## src/rtl/trigger_pkg.sv

```systemverilog
// rtl/trigger_pkg.sv - shared defaults and helpers for the trigger counter bank
package trigger_pkg;

  localparam int DEF_NCHAN = 5;
  localparam int DEF_CNT_W = 20;

  // Channel-index width: ceil(log2(n)), never narrower than one bit.
  function automatic int chan_w(input int n);
    int w;
    w = 1;
    while ((1 << w) < n) w = w + 1;
    return w;
  endfunction

endpackage

```

## src/rtl/trigger_chan_counter.sv

```systemverilog
// rtl/trigger_chan_counter.sv - one channel: live saturating counter plus frozen snapshot
module trigger_chan_counter
  import trigger_pkg::*;
#(
  parameter int CNT_W = DEF_CNT_W
) (
  input  logic             clk,
  input  logic             reset,
  input  logic             swap,
  input  logic             trig,
  output logic [CNT_W-1:0] live_cnt,
  output logic             live_sat,
  output logic [CNT_W-1:0] snap_cnt,
  output logic             snap_sat
);

  localparam logic [CNT_W-1:0] CNT_MAX = '1;

  // Count triggers into the live buffer; on swap freeze the old count and
  // restart, with a trigger in the swap cycle credited to the new buffer.
  always_ff @(posedge clk) begin
    if (reset) begin
      live_cnt <= '0;
      live_sat <= 1'b0;
      snap_cnt <= '0;
      snap_sat <= 1'b0;
    end else if (swap) begin
      snap_cnt <= live_cnt;
      snap_sat <= live_sat;
      live_cnt <= trig ? CNT_W'(1) : '0;
      live_sat <= 1'b0;
    end else if (trig) begin
      if (live_cnt == CNT_MAX) begin
        live_sat <= 1'b1;
      end else begin
        live_cnt <= live_cnt + CNT_W'(1);
      end
    end
  end

endmodule

```

## src/rtl/trigger_counter_bank.sv

```systemverilog
// rtl/trigger_counter_bank.sv - per-channel trigger counters with double-buffered snapshot readout
module trigger_counter_bank
  import trigger_pkg::*;
#(
  parameter int NCHAN = DEF_NCHAN,
  parameter int CNT_W = DEF_CNT_W,
  parameter int CH_W  = chan_w(NCHAN)
) (
  input  logic                   clk,
  input  logic                   reset,
  input  logic                   swap,
  input  logic [NCHAN-1:0]       trig,
  output logic [NCHAN*CNT_W-1:0] live_cnt,
  output logic [NCHAN-1:0]       live_sat,
  input  logic                   rd_req,
  input  logic [CH_W-1:0]        rd_chan,
  output logic                   rd_valid,
  output logic [CNT_W-1:0]       rd_data,
  output logic                   rd_sat,
  output logic                   rd_err,
  output logic                   snap_pending,
  output logic                   snap_overrun
);

  logic [CNT_W-1:0] snap_cnt [NCHAN];
  logic [NCHAN-1:0] snap_sat;

  logic [NCHAN-1:0] rd_mask;
  logic [NCHAN-1:0] rd_mask_nxt;
  logic             swap_seen;
  logic             swap_seen_nxt;
  logic             pending_nxt;

  logic [NCHAN-1:0] rd_onehot;
  logic             rd_hit;
  logic [CNT_W-1:0] rd_mux_data;
  logic             rd_mux_sat;

  for (genvar i = 0; i < NCHAN; i++) begin : g_chan
    trigger_chan_counter #(
      .CNT_W(CNT_W)
    ) u_chan (
      .clk     (clk),
      .reset   (reset),
      .swap    (swap),
      .trig    (trig[i]),
      .live_cnt(live_cnt[i*CNT_W +: CNT_W]),
      .live_sat(live_sat[i]),
      .snap_cnt(snap_cnt[i]),
      .snap_sat(snap_sat[i])
    );
  end

  // Decode the requested channel; out-of-range indices select nothing.
  always_comb begin
    rd_onehot   = '0;
    rd_mux_data = '0;
    rd_mux_sat  = 1'b0;
    for (int i = 0; i < NCHAN; i++) begin
      if (rd_chan == CH_W'(i)) begin
        rd_onehot[i] = 1'b1;
        rd_mux_data  = snap_cnt[i];
        rd_mux_sat   = snap_sat[i];
      end
    end
    rd_hit = |rd_onehot;
  end

  // Next read-mask state: a swap wins over a same-cycle read, so that read
  // never marks the freshly taken snapshot.
  always_comb begin
    rd_mask_nxt = rd_mask;
    if (swap) begin
      rd_mask_nxt = '0;
    end else if (rd_req) begin
      rd_mask_nxt = rd_mask | rd_onehot;
    end
    swap_seen_nxt = swap_seen | swap;
    pending_nxt   = swap_seen_nxt & ~(&rd_mask_nxt);
  end

  // Read-tracking, overrun and the registered read response.
  always_ff @(posedge clk) begin
    if (reset) begin
      rd_mask      <= '0;
      swap_seen    <= 1'b0;
      snap_pending <= 1'b0;
      snap_overrun <= 1'b0;
      rd_valid     <= 1'b0;
      rd_data      <= '0;
      rd_sat       <= 1'b0;
      rd_err       <= 1'b0;
    end else begin
      rd_mask      <= rd_mask_nxt;
      swap_seen    <= swap_seen_nxt;
      snap_pending <= pending_nxt;
      if (swap && snap_pending) begin
        snap_overrun <= 1'b1;
      end
      rd_valid <= rd_req;
      rd_err   <= rd_req & ~rd_hit;
      rd_data  <= (rd_req && rd_hit) ? rd_mux_data : '0;
      rd_sat   <= rd_req & rd_hit & rd_mux_sat;
    end
  end

endmodule

```

## config.mk

```make
export PLATFORM = sky130hd
export DESIGN_NAME = trigger_counter_bank
export DESIGN_NICKNAME = d
export VERILOG_FILES = /design/src/rtl/trigger_pkg.sv /design/src/rtl/trigger_chan_counter.sv /design/src/rtl/trigger_counter_bank.sv
export SDC_FILE = /design/constraint.sdc
export NUM_CORES = 1
export LEC_CHECK = 0
export BUFFER_PORTS_ARGS = -buffer_cell sky130_fd_sc_hd__buf_2
export CAP_MARGIN = 10
export CORE_UTILIZATION = 62
export DETAILED_ROUTE_END_ITERATION = 10
export PLACE_DENSITY = 0.85
export SLEW_MARGIN = 20
export SYNTH_ARGS = -nofsm -noshare
export SYNTH_HDL_FRONTEND = slang
export SYNTH_SLANG_ARGS = --single-unit
```

## constraint.sdc

```tcl
create_clock -name clk -period 3.5 [get_ports clk]
set_input_delay 0.175 -clock clk [delete_from_list [all_inputs] [get_ports clk]]
set_output_delay 0.175 -clock clk [all_outputs]
set_load 0.02 [all_outputs]
```

# --- Word-level counts from Yosys, hierarchy flattened ---
# Index checks and enable logic that the tools add are counted.
classes:
  mux: 37
  n_addsub: 5
  bitwise_logic: 9
  eq_ne: 14
  n_reduce_logical: 22
ops:
  columns: ["cell", "count"]
  rows:
  - ["two-way mux 20 bit", 20]
  - ["adder 20 x 1 -> 20 bit, second input constant", 5]
  - ["equality test 20 bit, second input constant", 5]
  - ["AND reduction 2 bit", 10]
  - ["two-way mux 1 bit", 15]
  - ["two-way mux 5 bit", 2]
  - ["inequality test 2 bit, second input constant", 5]
  - ["nonzero test 2 bit", 5]
  - ["equality test 3 x 2 -> 1 bit, second input constant", 2]
  - ["OR 5 bit", 1]
  - ["AND reduction 5 bit", 1]
  - ["OR reduction 5 bit", 1]
  - ["AND 1 bit", 4]
  - ["OR reduction 2 bit", 2]
  - ["equality test 3 x 1 -> 1 bit, second input constant", 1]
  - ["equality test 3 bit, second input constant", 1]
  - ["logical NOT 3 bit", 1]
  - ["NOT 1 bit", 3]
  - ["logical AND 1 bit", 2]
  - ["OR 1 bit", 1]
totals:
  elab_cells: 115
  out_inout_bits: 130
  reg_bits: 241

# --- Depth between registers and ports, before layout ---
# Gate-level depths: netlist of run 1.
depth:
  ltp_word: 8
  depth_mapped: 8
  ltp_nobuf: 6

# --- By module ---
# A second synthesis of run 1 with hierarchy kept.
hier_totals:
  hier_cells: 1145
  area_unflattened_um2: 11214.5
by_module_without_submodules:
  columns: ["module", "cells_per_inst", "area_each_um2", "instances"]
  rows:
  - ["trigger_chan_counter", 201, 1900.6, 5]
  - ["trigger_counter_bank", 140, 1711.6, 1]

# --- Worst setup path before layout of run 1 ---
# OpenSTA, ideal clock, no wires.
synth_timing:
  path_kind: "register -> register"
  from: "register g_chan[3].u_chan.live_cnt[0]"
  to: "register g_chan[3].u_chan.live_cnt[15]"
  setup_slack_ps: 1403
  setup_ps: 70
  synth_period_minus_slack_ps: 2097
  t_required_ps: 3430
  stages_incl_launch_ff: 8
  t_arrival_ps: 2027
  path_cell_list: "dfxtp_1 ha_1 nand3_1 or3_2 o21ai_2 buf_4 o21ai_0 a21oi_1"
synth_via:
  elab_chain_cells: 4
  elab_cells_between_ends: 7
  classes_between: "1 x add/sub; 2 x eq/ne; 3 x mux; 1 x reduce/logical"
synth_rtl:
  columns: ["element", "line", "text"]
  rows:
  - ["start: declaration", "trigger_chan_counter.sv:11", "output logic [CNT_W-1:0] live_cnt,"]
  - ["start signal: assignment", "trigger_chan_counter.sv:30", "live_cnt <= trig ? CNT_W'(1) : '0;"]
  - ["start signal: assignment", "trigger_chan_counter.sv:36", "live_cnt <= live_cnt + CNT_W'(1);"]
  - ["adder 20 x 1 -> 20 bit", "trigger_chan_counter.sv:36", null]
  - ["two-way mux 20 bit", "trigger_chan_counter.sv:33", "if (live_cnt == CNT_MAX) begin"]
  - ["two-way mux 20 bit", "trigger_chan_counter.sv:32", "end else if (trig) begin"]
  - ["two-way mux 20 bit", "trigger_chan_counter.sv:27", "end else if (swap) begin"]
# Parallel ways exist; a longest one is shown, timed or not. The select of a mux whose other input is x is not followed.
# A chain may end at the register's enable or synchronous reset.

# --- Final worst setup path of run 1 ---
layout_timing:
  from: "register g_chan[0].u_chan.live_cnt[0]"
  to: "register g_chan[0].u_chan.live_cnt[0]"
layout_via:
  elab_chain_cells: 4
  elab_cells_between_ends: 7
  classes_between: "1 x add/sub; 2 x eq/ne; 3 x mux; 1 x reduce/logical"
layout_rtl:
  columns: ["element", "line"]
  rows:
  - ["start: declaration", "trigger_chan_counter.sv:11"]
  - ["start signal: assignment", "trigger_chan_counter.sv:30"]
  - ["start signal: assignment", "trigger_chan_counter.sv:36"]
  - ["adder 20 x 1 -> 20 bit", "trigger_chan_counter.sv:36"]
  - ["two-way mux 20 bit", "trigger_chan_counter.sv:33"]
  - ["two-way mux 20 bit", "trigger_chan_counter.sv:32"]
  - ["two-way mux 20 bit", "trigger_chan_counter.sv:27"]
# Parallel ways exist; a longest one is shown, timed or not. The select of a mux whose other input is x is not followed.

==> key figures, run 1 <==
Route
  • Metal3 WL: 2060 um
  • Drt wl/cell: ~18 um
  • Vias/cell: slightly above 6
  • Initial DRC Count: 818
  • Highest metal used: met4
  • Drt drc: 0
  • Via count: 9,182
  • WL met2: 12,900 um
  • Final WL: 27,200 um
  • WL met1: 11,500 um
  • Post-DRT Antenna Nets: 0
  • First drt pass iteration count: 8

Clocking
  • Sink Count: 241
  • Hold-fix buffers, CTS: 3
  • Post-cts resize count: 0
  • Root Driver: clkbuf_16
  • Clock Latency Late Sink: 0.51 ns
  • CTS tree: yes
  • Worst-path clk slew: roughly 0.060 ns
  • Inserted Clock Buffers: 24
  • H-tree lvl count: 1
  • Postcts setup bufs: 0
  • Clk buf depth: 3

Cells and area
  • P&R area growth vs syn: 15.2%
  • Antenna cells: 0
  • FILL cells: around 1,200
  • Fin cells: 1,495
  • Layout cells sized above 1: 16.1%
  • # nets final: 1,278

Floorplanning
  • Area of the die: between 0.015 and 0.02 mm^2
  • Core ar.: 0.0165 mm^2
  • Num ports: 142
  • Initial Util: 63.2%
  • Die height: 132 um
  • Die width: 132 um
  • Row count: 47

Synth
  • Adder-Cell Fraction of Synth Area: 0.601%
  • Register bit total from synthesis: between 200 and 250
  • Syn Nets: 1,170
  • Top post-synthesis cells by count: dfxtp_1 (241), nor2_1 (214), mux2i_1 (123), nand2_1 (65), a21oi_1 (61)
  • Netlist cell types: 58
  • Largest family of logic cells by synthesized area: simple AND/OR/NAND/NOR gates
  • Main flop type after synthesis: dfxtp_1
  • Area leader, netlist: dfxtp_1
  • Mux cell area share after synthesis: 13.2%
  • Syn Std Cell Area: 0.0104 mm^2
  • Mean Syn Cell Area: 9.03 um^2
  • Simple-gate area share of the yosys netlist: between 20% and 30%
  • Synth Area in Compound Gates: 11.0%
  • Synth area leaders: dfxtp_1 (46%), mux2i_1 (12%), nor2_1 (7.7%)
  • Sequential area share after synthesis: 46.3%
  • Most common cell in the netlist: dfxtp_1
  • FFs w/ async S/R, synth: 0%
  • Syn Inst Count: 1,153
  • EDFF count, synth: 0
  • Xor/xnor share of the synthesized area: 4.71%
  • Yosys Warn Count: 0
  • Yosys top cell area share: 46.3%

Power
  • Worst IR Drop VDD: 0.352 mV
  • Leakage power: ~4.8 nW
  • P per Cell Area: 462 mW/mm^2

Timing
  • Tmin final: 2.47 ns
  • Final Skew: 0.00981 ns
  • Final hold violation count: 0
  • Highest Clock Rate: 404 MHz
  • # setup viols final: 0
  • Fin crit share: between 70% and 80%
  • Slew headroom: 36.2%
  • Final setup TNS: 0 ns
  • Unrepaired setup endpoints after global routing: no
  • Pins Over Slew Limit: 0
  • Worst-Margin Slew: 0.949 ns

Placed design
  • Gp weighted congestion: 0.912
  • Hpwl dp: 18,300 um
  • PortBufs: 141
  • Placed cells: approximately 1,500

Worst setup path
  • Kind of critical path: reg2reg
  • Worst setup EP type: flip-flop
  • Reg-to-Reg Start: g_chan[0].u_chan.live_cnt[0]$_SDFFE_PP0P_
  • Flop-to-flop setup slack: 1.03 ns
  • CP Launch Type: flip-flop
  • Buf/Inv on CP: 0
  • CP delay by family, top: simple AND/OR/NAND/NOR gates
  • Critical Path, Cell by Cell: ha_1 -> nand4_1 -> nor4_2 -> a21boi_0 -> or3b_2 -> a21oi_1
  • Worst Path Max Fanout: 8
  • R2R cell count: 6
  • Slowest-stage cell, CP: nor4_2
  • Critical path's largest stage delay: a little over 0.6 ns
  • Reg2reg end: g_chan[0].u_chan.live_cnt[0]$_SDFFE_PP0P_
  • Worst Path Arrival: 2.92 ns
  • CP required: 3.94 ns

Hold path
  • HP Start: trig[2]
  • HP Class: in2reg
  • Worst hold stages: 3
  • Hold EP: g_chan[2].u_chan.live_cnt[0]$_SDFFE_PP0P_

Global route
  • Initial antenna violation count: 0
  • Largest net degree at the start of global routing: 70
  • Tot GR Track Use: 30.7%
  • Total grt overflow: 0
  • Vias in the first global route: 8,283
  • First-pass GRT wire length: roughly 43,000 um

Job
  • Maxcap violations: 0

Status
  • Outcome: finished, final reports clean
sequential cells by signal, summed over array words and instances (netlist names):
name	flops
swap_seen	1
g_chan.u_chan.snap_sat	5
snap_overrun	1
rd_err	1
rd_valid	1
rd_sat	1
snap_pending	1
rd_data	20
g_chan.u_chan.snap_cnt	100
g_chan.u_chan.live_cnt	100
rd_mask	5
g_chan.u_chan.live_sat	5
worst max path at each step:
stage                                              start                                          to  slack, ns  cells after the start
6_report       g_chan[0].u_chan.live_cnt[0]$_SDFFE_PP0P_   g_chan[0].u_chan.live_cnt[0]$_SDFFE_PP0P_       1.03                      6
5_1_grt        g_chan[0].u_chan.live_cnt[0]$_SDFFE_PP0P_   g_chan[0].u_chan.live_cnt[0]$_SDFFE_PP0P_       0.79                      6
3_5_place_dp   g_chan[0].u_chan.live_cnt[0]$_SDFFE_PP0P_   g_chan[0].u_chan.live_cnt[0]$_SDFFE_PP0P_       1.12                      6
2_1_floorplan  g_chan[3].u_chan.live_cnt[0]$_SDFFE_PP0P_  g_chan[3].u_chan.live_cnt[15]$_SDFFE_PP0P_       1.40                      7
3_3_place_gp   g_chan[0].u_chan.live_cnt[0]$_SDFFE_PP0P_   g_chan[0].u_chan.live_cnt[0]$_SDFFE_PP0P_       1.22                      6
4_1_cts        g_chan[0].u_chan.live_cnt[0]$_SDFFE_PP0P_   g_chan[0].u_chan.live_cnt[0]$_SDFFE_PP0P_       1.03                      6
layout by cell type, fill, tap and decap left out, types with 8 or more instances in the layout:
cell / instances
buf_4: 11
nor3_1: 28
mux2i_1: 123
nand2_1: 65
a21oi_1: 61
and4_1: 10
a22oi_1: 21
or3_1: 15
o21ai_0: 46
nor2_1: 214
a31oi_1: 9
dfxtp_1: 241
or4_1: 8
a211oi_1: 22
nand4_1: 37
xnor2_1: 44
buf_2: 139
and3_1: 9
clkbuf_16: 25
xor2_1: 12
nand3_1: 30
per-stage QoR:
step	util, %	power (mW)	hold WS (ns)	setup slack [ns]	cell area, um^2
floorplan	-	3.00	0.314	1.40	10400
global placement	68.0	3.06	0.439	1.22	11200
detailed placement	68.0	3.06	0.444	1.12	11200
CTS	72.8	5.57	0.0193	1.03	12000
global route	72.8	5.70	0.0523	0.790	12000
finish	72.8	5.55	0.0359	1.03	12000
cell families (layout without fill, tap and decap cells):
| group | Yosys count | in the layout |
|---|---|---|
| compound gates | 187 | 187 |
| xor+xnor | 56 | 56 |
| fa+ha+maj | 5 | 5 |
| buf+inv | 79 | 201 |
| flops | 241 | 241 |
| mux | 130 | 130 |
| simple gates | 455 | 455 |
worst min-delay path, cell delays in order:
cell and delay [ns]:
buf_2 0.17, o21ai_0 0.09, a21oi_1 0.06
layout make-up:
class	count	area [um^2]	area share, %
clock inverters	6	80.1	0.668
well taps	220	275	2.30
clock buffers	34	689	5.75
multi-input cells	833	5260	43.9
inverters	6	22.5	0.188
repair buffers	155	840	7.00
flip-flops and latches	241	4820	40.2
metal layers:
layer  track usage, %  vias to the layer above
met3             4.51                       62
li1                 -                     4336
met1             41.8                     4369
met5                0                        -
met2             50.1                      415
met4             9.82                        0
power breakdown:
part	internal (mW)	switching, mW	total [mW]
logic	0.0733	0.158	0.232
registers	2.76	0.0156	2.77
clock network	1.51	1.03	2.54
No activity file was read; power rests on OpenSTA's default activity.
==> run 2, diff against run 1 <==
--- a/config.mk
+++ b/config.mk
@@ -7,9 +7,9 @@
 export LEC_CHECK = 0
 export BUFFER_PORTS_ARGS = -buffer_cell sky130_fd_sc_hd__buf_2
 export CAP_MARGIN = 10
-export CORE_UTILIZATION = 62
+export CORE_UTILIZATION = 57
 export DETAILED_ROUTE_END_ITERATION = 10
-export PLACE_DENSITY = 0.85
+export PLACE_DENSITY = 0.79
 export SLEW_MARGIN = 20
 export SYNTH_ARGS = -nofsm -noshare
 export SYNTH_HDL_FRONTEND = slang
==> constraint.sdc (replaced) <==
create_clock -name clk -period 2.5 [get_ports clk]
set_input_delay 0.125 -clock clk [delete_from_list [all_inputs] [get_ports clk]]
set_output_delay 0.125 -clock clk [all_outputs]
set_load 0.02 [all_outputs]
==> run 2 against run 1 <==
Against the previous run: first-iteration DRC count is 0.73% lower; sequential power is 40% higher; final cell count is 2.3% higher; via count is 2.4% lower; clock-buffer cell count is 3 higher; flip-flop and latch count stayed put; cell area is 2.1% higher; register-to-register slack worse by 0.76 ns; die area is 8.6% higher; clock skew is 0.0012 ns higher; non-clock buffer count is 19 higher; critical path type unchanged; largest cell class unchanged.
==> key figures, run 2 (same netlist as run 1, synthesis figures left out) <==
Clocking
  • CTS tree: yes
  • Inserted Clock Buffers: 26
  • Sink Count: around 240
  • H-tree lvl count: 1
  • Clock Latency Late Sink: 0.52 ns
  • Worst-path clk slew: 0.06 ns
  • Clk buf depth: 3
  • Postcts setup bufs: 0
  • Root Driver: clkbuf_16

Global route
  • First-pass GRT wire length: 42,400 um
  • Initial antenna violation count: 1
  • Tot GR Track Use: 28.6%
  • Vias in the first global route: about 8,000
  • Total grt overflow: 0
  • Largest net degree at the start of global routing: 120

Route
  • Vias/cell: a little under 6
  • Drt wl/cell: 17.7 um
  • First drt pass iteration count: 5
  • Initial DRC Count: 812
  • Drt drc: 0
  • Post-DRT Antenna Nets: 0
  • Via count: roughly 9,000
  • Final WL: 27,100 um

Power
  • Worst IR Drop VDD: between 0.5 and 0.6 mV
  • Leakage power: just under 5 nW
  • P per Cell Area: 649 mW/mm^2

Timing
  • Unrepaired setup endpoints after global routing: no
  • Final setup TNS: 0 ns
  • Final hold violation count: 0
  • Tmin final: between 2 and 2.5 ns
  • # setup viols final: 0
  • Final Skew: 0.0110 ns
  • Slew headroom: 43.4%
  • Pins Over Slew Limit: 0
  • Worst-Margin Slew: about 0.85 ns
  • Highest Clock Rate: 447 MHz
  • Hold Slack: 0.0431 ns
  • Fin crit share: 89.6%

Worst setup path
  • Reg2reg end: g_chan[3].u_chan.live_cnt[15]$_SDFFE_PP0P_
  • Worst Path Max Fanout: 19
  • CP Launch Type: flip-flop
  • Reg-to-Reg Start: g_chan[3].u_chan.live_cnt[1]$_SDFFE_PP0P_
  • R2R cell count: 6
  • Worst setup EP type: flip-flop
  • CP required: 2.95 ns
  • Flop-to-flop setup slack: 0.26 ns
  • Worst Path Arrival: 2.69 ns
  • Kind of critical path: reg2reg

Floorplanning
  • Die height: 137 um
  • Row count: 49
  • Initial Util: 58.1%
  • Num ports: between 100 and 150
  • Core ar.: about 0.018 mm^2
  • Area of the die: 0.0188 mm^2
  • Die width: roughly 140 um

Hold path
  • HP Start: rd_chan[2]
  • Worst hold stages: 3
  • Hold EP: rd_err$_SDFF_PP0_
  • HP Class: in2reg

Cells and area
  • FF+latch area: 0.00482 mm^2
  • P&R area growth vs syn: 17.6%
  • Layout cells sized above 1: 17.4%
  • Commonest non-fill, non-tap cell in the layout: dfxtp_1
  • # nets final: 1,299
  • Most frequent cells in the layout: dfxtp_1 (241), nor2_1 (214), buf_2 (139), mux2i_1 (123), nand2_1 (65)
  • Multi-input logic area: between 0.005 and 0.006 mm^2
  • Largest regs: g_chan.u_chan.live_cnt: 100 flops, g_chan.u_chan.snap_cnt: 100 flops, rd_data: 20 flops
  • FILL cells: 1,426

Placed design
  • PortBufs: 141
  • Gp weighted congestion: 0.920
  • Hpwl dp: around 19,000 um

Status
  • Outcome: finished, final reports clean

Job
  • Maxcap violations: 0
run 2: worst max-delay path by stage:
stage | from | endpoint | slack (ns) | cells past startpoint
floorplan | g_chan[3].u_chan.live_cnt[0]$_SDFFE_PP0P_ | g_chan[3].u_chan.live_cnt[15]$_SDFFE_PP0P_ | 0.40 | 7
global placement | g_chan[3].u_chan.live_cnt[0]$_SDFFE_PP0P_ | g_chan[3].u_chan.live_cnt[10]$_SDFFE_PP0P_ | 0.38 | 6
detailed placement | g_chan[3].u_chan.live_cnt[1]$_SDFFE_PP0P_ | g_chan[3].u_chan.live_cnt[15]$_SDFFE_PP0P_ | 0.31 | 6
CTS | g_chan[3].u_chan.live_cnt[1]$_SDFFE_PP0P_ | g_chan[3].u_chan.live_cnt[15]$_SDFFE_PP0P_ | 0.29 | 6
global route | g_chan[3].u_chan.live_cnt[1]$_SDFFE_PP0P_ | g_chan[3].u_chan.live_cnt[17]$_SDFFE_PP0P_ | 0.05 | 6
finish | g_chan[3].u_chan.live_cnt[1]$_SDFFE_PP0P_ | g_chan[3].u_chan.live_cnt[15]$_SDFFE_PP0P_ | 0.26 | 6
run 2: layer usage:
layer  global-route usage [%]  up-vias  wire (um)
met5                        0        -          0
met4                     8.24        0        600
met3                     5.37       49       1810
met2                     45.6      310      12700
met1                     39.2     4225      12000
li1                         -     4379          -
run 2: cell type report:
type / count / area share [%]
multi-input combinational: 833 / 42.9
clock buffer: 37 / 6.31
inverter: 6 / 0.184
sequential: 241 / 39.4
timing repair buffer: 174 / 8.22
antenna: 2 / 0.0409
clock inverter: 8 / 0.562
tap: 229 / 2.34
run 2: through the flow:
stage	worst slack [ns]	power [mW]	cells	instance area, um^2	utilization [%]
after floorplan	0.403	4.20	1153	10400	-
after global placement	0.378	4.29	1475	11300	63.2
after detailed placement	0.315	4.29	1475	11300	63.2
after CTS	0.289	8.00	1528	12200	68.4
after global routing	0.0528	8.18	1529	12200	68.4
final	0.261	7.95	1530	12200	68.4
run 2: what timing repair did:
action / CTS / global route
hold endpoints to repair: 29 / 0
gates resized for setup: 0 / 0
hold buffers: 8 / 0
run 2: power by group:
group	switching (mW)	internal [mW]
combinational	0.227	0.117
sequential	0.0195	3.86
clock	1.49	2.24
total	1.73	6.22
run 2: critical path, cell delays in order (launching register included):
cell	delay, ns
dfxtp_1	0.34
ha_1	0.20
nand3_1	0.16
or3_2	0.53
o21ai_2	0.59
o21ai_0	0.20
a21oi_1	0.14
==> run 3, diff against run 2 <==
--- a/config.mk
+++ b/config.mk
@@ -10,6 +10,7 @@
 export CORE_UTILIZATION = 57
 export DETAILED_ROUTE_END_ITERATION = 10
 export PLACE_DENSITY = 0.79
+export REMOVE_ABC_BUFFERS = 1
 export SLEW_MARGIN = 20
 export SYNTH_ARGS = -nofsm -noshare
 export SYNTH_HDL_FRONTEND = slang
==> run 3 against run 2 <==
Against the previous run: setup slack lost 0.086 ns; die area is the same; register-to-register slack lost 0.09 ns; combinational power is essentially flat; critical path depth is the same; clock skew grew 0.0017 ns; flip-flop and latch count is the same; clock-buffer cell count shrank 1; routed wire length shrank 0.17%; highest routed layer unchanged.
==> key figures, run 3 (same netlist as run 1, synthesis figures left out) <==
Placed design
  • Gp weighted congestion: 0.888
  • Hpwl dp: between 15,000 and 20,000 um
  • Placed cells: 1,478
  • PortBufs: about 140

Route
  • Final WL: 27,000 um
  • Drt wl/cell: 17.7 um
  • Initial DRC Count: 791
  • First drt pass iteration count: 5
  • Vias/cell: 6.00
  • Via count: slightly above 9,000
  • Drt drc: 0
  • Post-DRT Antenna Nets: 0

Worst setup path
  • Reg-to-Reg Start: g_chan[3].u_chan.live_cnt[1]$_SDFFE_PP0P_
  • CP required: roughly 2.9 ns
  • Worst setup EP type: flip-flop
  • Kind of critical path: reg2reg
  • Worst Path Arrival: 2.73 ns
  • Worst Path Max Fanout: 19
  • Crit path from: g_chan[3].u_chan.live_cnt[1]$_SDFFE_PP0P_
  • CP Launch Type: flip-flop

Power
  • P per Cell Area: 632 mW/mm^2
  • Leakage power: 4.87 nW
  • Pwr Total: 7.69 mW
  • Worst IR Drop VDD: 0.485 mV

Cells and area
  • P&R area growth vs syn: 16.8%
  • FILL cells: ~1,400
  • Multi-input logic area: ~0.0053 mm^2
  • Final design utilization: 67.9%
  • Largest regs: g_chan.u_chan.live_cnt: 100 flops, g_chan.u_chan.snap_cnt: 100 flops, rd_data: 20 flops
  • Most frequent cells in the layout: dfxtp_1 (241), nor2_1 (214), buf_2 (139), mux2i_1 (123), nand2_1 (65)
  • Commonest non-fill, non-tap cell in the layout: dfxtp_1
  • FF+latch area: 0.00482 mm^2
  • # nets final: 1,299
  • Fin cells: 1,525
  • Antenna cells: 0
  • Layout cells sized above 1: 17.3%

Floorplanning
  • Area of the die: 0.0188 mm^2
  • Die width: 137 um
  • Num ports: 142
  • Row count: 49
  • Die height: 137 um
  • Core ar.: 0.0179 mm^2
  • Initial Util: 58.1%

Clocking
  • Root Driver: clkbuf_16
  • Sink Count: around 240
  • H-tree lvl count: 1
  • Clock Latency Late Sink: between 0.5 and 0.6 ns
  • Clk buf depth: 3
  • Worst-path clk slew: 0.06 ns
  • CTS tree: yes
  • Postcts setup bufs: 0
  • Inserted Clock Buffers: 24

Status
  • Outcome: finished, final reports clean

Global route
  • Largest net degree at the start of global routing: 79
  • Total grt overflow: 0
  • Initial antenna violation count: 0
  • First-pass GRT wire length: 41,600 um
  • Vias in the first global route: 7,947
  • Tot GR Track Use: 28.2%

Timing
  • Fin crit share: just over 90%
  • Final hold violation count: 0
  • Worst-Margin Slew: slightly below 0.8 ns
  • Unrepaired setup endpoints after global routing: no
  • Final Skew: about 0.013 ns
  • Final setup TNS: 0 ns
  • Pins Over Slew Limit: 0
  • Hold Slack: 0.0210 ns
  • Highest Clock Rate: 430 MHz
  • # setup viols final: 0
  • Tmin final: roughly 2.3 ns
  • Slew headroom: 47.9%

Hold path
  • HP Start: swap
  • HP Class: in2reg

Job
  • Maxcap violations: 0
## run 3: path summary, 6_finish.rpt
kind,endpoint,slack [ns],cells after the start
setup / recovery,g_chan[3].u_chan.live_cnt[10]$_SDFFE_PP0P_,0.17,6
hold / removal,snap_overrun$_SDFFE_PP0P_,0.02,3
setup reg to reg,g_chan[3].u_chan.live_cnt[10]$_SDFFE_PP0P_,0.17,6
hold reg to reg,snap_overrun$_SDFFE_PP0P_,0.47,2
## run 3: power breakdown
part	total, mW	leakage [nW]	internal (mW)	switching, mW
registers	3.88	1.94	3.86	0.0204
clock network	3.47	0.375	2.02	1.45
logic	0.341	2.55	0.115	0.227
total	7.69	4.87	5.99	1.70
## run 3: metal layers
metal / vias to the layer above / wire length, um / track usage, % / share of wire, %
li1: 4371 / - / - / -
met1: 4355 / 11700 / 38.0 / 43
met2: 366 / 12600 / 45.4 / 47
met3: 60 / 2100 / 5.22 / 7.8
met4: 0 / 659 / 9.16 / 2.4
met5: - / 0 / 0 / 0
## run 3: cell type report
type,count,share of cell area [%]
repair buffers,176,8.28
clock inverters,4,0.185
flip-flops and latches,241,39.7
multi-input cells,833,43.2
well taps,229,2.36
clock buffers,36,6.06
inverters,6,0.185
## run 3: what timing repair did
action | in CTS | in global routing
endpoints found under the hold margin | 22 | 0
resized for setup | 0 | 0
hold buffers | 7 | 0
## run 3: through the flow
stage | instance area [um^2] | worst slack, ns
2_1_floorplan | 10100 | 0.0308
6_report | 12200 | 0.174
3_5_place_dp | 11300 | 0.250
4_1_cts | 12200 | 0.206
5_1_grt | 12200 | 0.0148
3_3_place_gp | 11300 | 0.349
## run 3: critical path, stage by stage (launching register included)
cell     delay, ns
dfxtp_1       0.44
ha_1          0.23
nand3_1       0.14
or3_2         0.53
o21ai_2       0.54
nor4_1        0.13
o21a_1        0.21
